$ cat src/rtl/mmio_uart_tx.sv
// MMIO UART transmitter: byte FIFO feeding an 8N1 serialiser.
// Registers: DATA (push), STATUS, DIV (cycles per bit).
module mmio_uart_tx #(
  parameter int FIFO_DEPTH = 8,
  parameter int DIV_RESET  = 434,
  parameter int DIV_W      = 16
) (
  input  logic        i_clk,
  input  logic        i_rst_n,
  input  logic [29:0] i_addr,
  input  logic [31:0] i_data,
  input  logic        i_wren,
  input  logic [3:0]  i_mask,
  output logic [31:0] o_data,
  output logic        o_tx
);

  localparam int AW = $clog2(FIFO_DEPTH);
  localparam int CW = AW + 1;

  typedef enum logic [1:0] {
    IDLE, START, DATA, STOP
  } state_t;

  state_t           state_q, state_d;
  logic [2:0]       bit_q, bit_d;
  logic [DIV_W-1:0] cyc_q, cyc_d;
  logic [DIV_W-1:0] per_q, per_d;
  logic [7:0]       byte_q, byte_d;
  logic             tx_q, tx_d;

  logic [7:0]       mem_q [FIFO_DEPTH];
  logic [AW-1:0]    wp_q, wp_d, rp_q, rp_d;
  logic [CW-1:0]    fcnt_q, fcnt_d;
  logic             ovf_q, ovf_d;
  logic [DIV_W-1:0] div_q, div_d, div_eff;

  logic        full, empty, busy, pop;
  logic        push_req, push_ok, st_clr, div_we;
  logic [31:0] bmask, div_wr, status;
  logic        unused_ok;

  assign full     = (fcnt_q == CW'(FIFO_DEPTH));
  assign empty    = (fcnt_q == '0);
  assign busy     = (state_q != IDLE);
  assign push_req = i_wren && (i_addr == 30'd0) && i_mask[0];
  assign push_ok  = push_req && (!full || pop);
  assign st_clr   = i_wren && (i_addr == 30'd1) && i_mask[0] && i_data[3];
  assign div_we   = i_wren && (i_addr == 30'd2);
  assign div_eff  = (div_q == '0) ? DIV_W'(1) : div_q;

  assign bmask = {{8{i_mask[3]}}, {8{i_mask[2]}},
                  {8{i_mask[1]}}, {8{i_mask[0]}}};
  assign div_wr = (32'(div_q) & ~bmask) | (i_data & bmask);
  assign unused_ok = ^div_wr;

  assign status = {24'd0, 4'(fcnt_q), ovf_q, empty, full, busy};

  always_comb begin
    o_data = '0;
    case (i_addr)
      30'd1:   o_data = status;
      30'd2:   o_data = 32'(div_q);
      default: o_data = '0;
    endcase
  end

  always_comb begin
    wp_d   = wp_q;
    rp_d   = rp_q;
    fcnt_d = fcnt_q;
    ovf_d  = ovf_q;
    div_d  = div_q;
    if (push_ok) wp_d = wp_q + AW'(1);
    if (pop)     rp_d = rp_q + AW'(1);
    if (push_ok && !pop)      fcnt_d = fcnt_q + CW'(1);
    else if (!push_ok && pop) fcnt_d = fcnt_q - CW'(1);
    if (st_clr) ovf_d = 1'b0;
    if (push_req && full && !pop) ovf_d = 1'b1;
    if (div_we) div_d = div_wr[DIV_W-1:0];
  end

  // Frame start: pop head and latch the bit period for the whole frame.
  always_comb begin
    state_d = state_q;
    bit_d   = bit_q;
    cyc_d   = cyc_q;
    per_d   = per_q;
    byte_d  = byte_q;
    pop     = 1'b0;
    unique case (state_q)
      IDLE: begin
        if (!empty) begin
          pop     = 1'b1;
          byte_d  = mem_q[rp_q];
          per_d   = div_eff;
          cyc_d   = div_eff - DIV_W'(1);
          state_d = START;
        end
      end
      START: begin
        if (cyc_q == '0) begin
          state_d = DATA;
          bit_d   = 3'd0;
          cyc_d   = per_q - DIV_W'(1);
        end else begin
          cyc_d = cyc_q - DIV_W'(1);
        end
      end
      DATA: begin
        if (cyc_q == '0) begin
          cyc_d = per_q - DIV_W'(1);
          if (bit_q == 3'd7) state_d = STOP;
          else               bit_d   = bit_q + 3'd1;
        end else begin
          cyc_d = cyc_q - DIV_W'(1);
        end
      end
      STOP: begin
        if (cyc_q == '0) begin
          if (!empty) begin
            pop     = 1'b1;
            byte_d  = mem_q[rp_q];
            per_d   = div_eff;
            cyc_d   = div_eff - DIV_W'(1);
            state_d = START;
          end else begin
            state_d = IDLE;
          end
        end else begin
          cyc_d = cyc_q - DIV_W'(1);
        end
      end
      default: state_d = IDLE;
    endcase
    tx_d = 1'b1;
    if (state_d == START)     tx_d = 1'b0;
    else if (state_d == DATA) tx_d = byte_d[bit_d];
  end

  always_ff @(posedge i_clk) begin
    if (push_ok) mem_q[wp_q] <= i_data[7:0];
  end

  always_ff @(posedge i_clk or negedge i_rst_n) begin
    if (!i_rst_n) begin
      state_q <= IDLE;
      bit_q   <= '0;
      cyc_q   <= '0;
      per_q   <= DIV_W'(1);
      byte_q  <= '0;
      tx_q    <= 1'b1;
      wp_q    <= '0;
      rp_q    <= '0;
      fcnt_q  <= '0;
      ovf_q   <= 1'b0;
      div_q   <= DIV_W'(DIV_RESET);
    end else begin
      state_q <= state_d;
      bit_q   <= bit_d;
      cyc_q   <= cyc_d;
      per_q   <= per_d;
      byte_q  <= byte_d;
      tx_q    <= tx_d;
      wp_q    <= wp_d;
      rp_q    <= rp_d;
      fcnt_q  <= fcnt_d;
      ovf_q   <= ovf_d;
      div_q   <= div_d;
    end
  end

  assign o_tx = tx_q;

endmodule

$ cat config.mk
export PLATFORM = sky130hd
export DESIGN_NAME = mmio_uart_tx
export DESIGN_NICKNAME = d
export VERILOG_FILES = /design/src/rtl/mmio_uart_tx.sv
export SDC_FILE = /design/constraint.sdc
export NUM_CORES = 1
export LEC_CHECK = 0
export ABC_AREA = 1
export CORE_MARGIN = 2
export CORE_UTILIZATION = 40
export CTS_CLUSTER_DIAMETER = 40
export DETAILED_ROUTE_END_ITERATION = 8
export PLACE_DENSITY = 0.65
export SYNTH_ARGS = -nofsm -noshare
export SYNTH_HDL_FRONTEND = slang
export SYNTH_SLANG_ARGS = --single-unit
$ cat constraint.sdc
create_clock -name i_clk -period 4 [get_ports i_clk]
set_input_delay 0.6 -clock i_clk [delete_from_list [all_inputs] [get_ports i_clk]]
set_output_delay 0.6 -clock i_clk [all_outputs]
set_load 0.02 [all_outputs]
==> flow_metrics.tcl <==
set metrics [dict create \
    final.hold.worst_slack_ns 0.337 \
    first_iter_violations 417 \
    synth_seq_area_share_pct 48.3 \
    synth.avg_cell_area_um2 8.09 \
    number_of_global_route_vias_before_repair 6174 \
    endpoint_kind_of_the_worst_setup_timing_path "output port" \
    clock_pin_slew_reported_for_the_worst_setup_and_hold_paths_after_clock_tree_synthesis_ns 0.07 \
    cells_after_synth 962 \
    critPathSlowestCell "sky130_fd_sc_hd__clkdlybuf4s50_1" \
    starting_utilization_of_the_core_area_pct 40.4 \
    crit-reg2reg-launch "cyc_q[1]$_DFF_PN0_" \
    detailroute.via_count 6541 \
    cts_tree "yes" \
    grt_antenna_before_repair 0 \
    report.final.setup_viol 0 \
    floorplan.core_area_um2 19300 \
    wirelength_routed_mm 19.6 \
    ctsResizeCount 0 \
    ir_drop_v 0.000299 \
    power_per_cell_area_nw_per_um2 336 \
    die_area_um2 20600 \
    clk_path_buf_depth 2 \
    grt_first_pass_wirelength_mm 31.6 \
    max_transition_viols_final 0 \
    yosys_warnings 0 \
    critical_path_class "in2out" \
    clock_latency_ns 0.43 \
    cts-root-buf "sky130_fd_sc_hd__clkbuf_16" \
    pin_count 102 \
    crit_path_max_fanout 16 \
    cts_buffers 17 \
    io_buffer_count 67 \
    power_leakage_nw 4.04 \
    cts_max_level 4 \
    finalHoldViolCount 0 \
    insertedDiodeCount 0 \
    crit_chain "clkdlybuf4s50_1 > nor4_1 > nand2_1 > nor2_1 > nand2_1 > nor2_1 > inv_1 > o21ai_0 > clkdlybuf4s50_1" \
    yosys_reg_bits 137 \
    cap_viol_max_count 0 \
    fp-row-count 51 \
    rr_endpoint "fcnt_q[3]$_DFFE_PN0P_" \
    area_growth_pct 19.6 \
    place.detailed.instances 1283 \
    final_cells 1315 \
    die_y_extent_um 143 \
    netlist-cell-type-count 47 \
    ys_async_sr_fraction_pct 53.3 \
    rr_worst_depth 17 \
    routed_wire_length_per_instance_um 14.9 \
    clock_skew_ns 0.0137 \
    cts_post_setup_buffers_inserted 0 \
    worstPathRequired_ns 3.40 \
    timing.final.crit_period_ns 3.56 \
    fillerInstances 1894 \
    max_stage_delay_ns 0.66 \
    route.detailed.drc 0 \
    timing.setup.tns_ns 0 \
    grt_start_max_net_pins 74 \
    max_freq_mhz 281 \
    place_hpwl_mm 13.9 \
    ctsHoldBuffers 0 \
    max_slew.worst_pin.slew_ns 0.970 \
    grt_use_total_pct 19.9 \
    cp-startpoint "i_addr[13]" \
    synth_edf_count 64 \
    critPathLaunchType "primary input" \
    unrepaired_setup_endpoints_after_global_routing "false" \
    globalplace.congestion 0.846 \
    design.final.nets 1122 \
    die_width_um 143 \
    layout-drive-gt1-share_pct 9.90 \
    detailedRoute.firstPassIterationCount 5 \
    timing.final.crit_share_pct 88.9 \
    hold_crit_path_type "in2async" \
    synthesis.area_um2 7780 \
    antenna_violating_nets_post_route 0 \
    relSlewSlack_pct 35.3 \
    ys.flop_type "sky130_fd_sc_hd__dfrtp_1" \
    worst_ep_arrival_time_ns 2.96 \
    worst_setup_path_endpoint "o_data[4]" \
    vias_per_cell 4.97 \
    run_status "finished clean" \
    cts_sink_count 137 \
    grt_overflow_total 0 \
    timing.reg2reg.setup_slack_ns 0.93 \
]
[per-layer routing]
metal / vias up / GRT usage, % / wire length [µm]
li1: 3255 / - / -
met1: 3070 / 27.0 / 9040
met2: 189 / 32.1 / 9300
met3: 27 / 4.37 / 1040
met4: 0 / 5.62 / 274
met5: - / 0 / 0
[worst min-delay path by stage]
stage | endpoint | slack [ns]
finish | cyc_q[13]$_DFF_PN0_ | 0.34
global placement | byte_q[2]$_DFF_PN0_ | 0.47
detailed placement | byte_q[3]$_DFF_PN0_ | 0.47
global route | cyc_q[15]$_DFF_PN0_ | 0.41
CTS | cyc_q[11]$_DFF_PN0_ | 0.37
floorplan | async pin | 0.30
[logic make-up after synthesis]
kind of cell    after synthesis  synth area share [%]
xor+xnor                     26                  2.93
fa+ha+maj                    16                  2.67
compound gates              138                  9.78
buf+inv                     171                  9.42
flops                       137                  48.3
simple gates                473                  26.9
other cells                   1                0.0482
[layout by cell type (no fill, tap or decap), types with 6 or more instances in the layout]
cell	synthesis	layout
sky130_fd_sc_hd__nand2_1	252	252
sky130_fd_sc_hd__inv_1	119	119
sky130_fd_sc_hd__nor2_1	94	94
sky130_fd_sc_hd__nand3_1	69	69
sky130_fd_sc_hd__o21ai_0	68	68
sky130_fd_sc_hd__dfrtp_1	66	66
sky130_fd_sc_hd__clkdlybuf4s50_1	0	66
sky130_fd_sc_hd__edfxtp_1	64	64
sky130_fd_sc_hd__o21ai_1	23	23
sky130_fd_sc_hd__xor2_1	20	20
sky130_fd_sc_hd__a21oi_1	17	17
sky130_fd_sc_hd__clkbuf_16	0	17
sky130_fd_sc_hd__conb_1	1	16
sky130_fd_sc_hd__ha_1	15	15
sky130_fd_sc_hd__buf_4	16	15
sky130_fd_sc_hd__nand2_2	13	13
sky130_fd_sc_hd__o22ai_1	10	10
sky130_fd_sc_hd__inv_2	9	9
sky130_fd_sc_hd__nor4_1	8	8
sky130_fd_sc_hd__nor2_2	7	7
sky130_fd_sc_hd__dfstp_2	7	7
sky130_fd_sc_hd__nand4_1	6	6
sky130_fd_sc_hd__o211ai_1	6	6
sky130_fd_sc_hd__xnor2_1	6	6
[worst max-delay path, delay by kind of cell]
kind,cells,cell delay (ns)
and+or+nand+nor,5,0.73
buffers and inverters,3,1.30
AOI/OAI and AO/OA,1,0.32
[synth_stat cells (3+ instances only)]
| cell | instances | area [µm²] |
|---|---|---|
| sky130_fd_sc_hd__nand2_1 | 252 | 946 |
| sky130_fd_sc_hd__buf_2 | 15 | 75.1 |
| sky130_fd_sc_hd__o22ai_1 | 10 | 62.6 |
| sky130_fd_sc_hd__o21ai_1 | 23 | 115 |
| sky130_fd_sc_hd__clkbuf_1 | 7 | 26.3 |
| sky130_fd_sc_hd__nand3_1 | 69 | 345 |
| sky130_fd_sc_hd__nor3_1 | 5 | 25.0 |
| sky130_fd_sc_hd__xor2_1 | 20 | 175 |
| sky130_fd_sc_hd__nand4_1 | 6 | 37.5 |
| sky130_fd_sc_hd__nand3_2 | 4 | 40.0 |
| sky130_fd_sc_hd__xnor2_1 | 6 | 52.6 |
| sky130_fd_sc_hd__buf_4 | 16 | 120 |
| sky130_fd_sc_hd__nor4_1 | 8 | 50.1 |
| sky130_fd_sc_hd__o21ai_0 | 68 | 340 |
| sky130_fd_sc_hd__nand2_2 | 13 | 81.3 |
| sky130_fd_sc_hd__o31ai_1 | 4 | 30.0 |
| sky130_fd_sc_hd__inv_1 | 119 | 447 |
| sky130_fd_sc_hd__inv_2 | 9 | 33.8 |
| sky130_fd_sc_hd__a32o_1 | 3 | 30.0 |
| sky130_fd_sc_hd__o211ai_1 | 6 | 45.0 |
| sky130_fd_sc_hd__nor2_1 | 94 | 353 |
| sky130_fd_sc_hd__edfxtp_1 | 64 | 1920 |
| sky130_fd_sc_hd__a21oi_1 | 17 | 85.1 |
| sky130_fd_sc_hd__ha_1 | 15 | 188 |
| sky130_fd_sc_hd__nor2_2 | 7 | 43.8 |
| sky130_fd_sc_hd__nor2_4 | 5 | 56.3 |
| sky130_fd_sc_hd__dfstp_2 | 7 | 184 |
| sky130_fd_sc_hd__dfrtp_1 | 66 | 1650 |
[layout make-up]
class / count / area (µm²) / share of cell area, %
multi-input cells: 669 / 3350 / 36.0
repair buffers: 81 / 773 / 8.31
well taps: 265 / 332 / 3.56
clock buffers: 17 / 425 / 4.57
inverters: 131 / 497 / 5.34
clock inverters: 15 / 175 / 1.88
flip-flops and latches: 137 / 3760 / 40.4
[power by group]
group / switching, mW / leakage, nW / internal [mW]
Sequential: 0.000000119 / 1.33 / 1.48
Clock: 0.719 / 0.295 / 0.843
Combinational: 0.0485 / 2.42 / 0.0438
Total: 0.768 / 4.04 / 2.36
[stage by stage]
stage               setup slack, ns  cell area [µm²]  utilization, %  power [mW]
floorplan                      1.21             7840               -        1.53
global placement              0.449             8700            45.2        1.60
detailed placement            0.427             8700            45.2        1.60
CTS                           0.395             9310            48.3        3.15
global route                  0.122             9310            48.3        3.22
finish                        0.443             9310            48.3        3.13
Power figures use the tool's default switching activity.
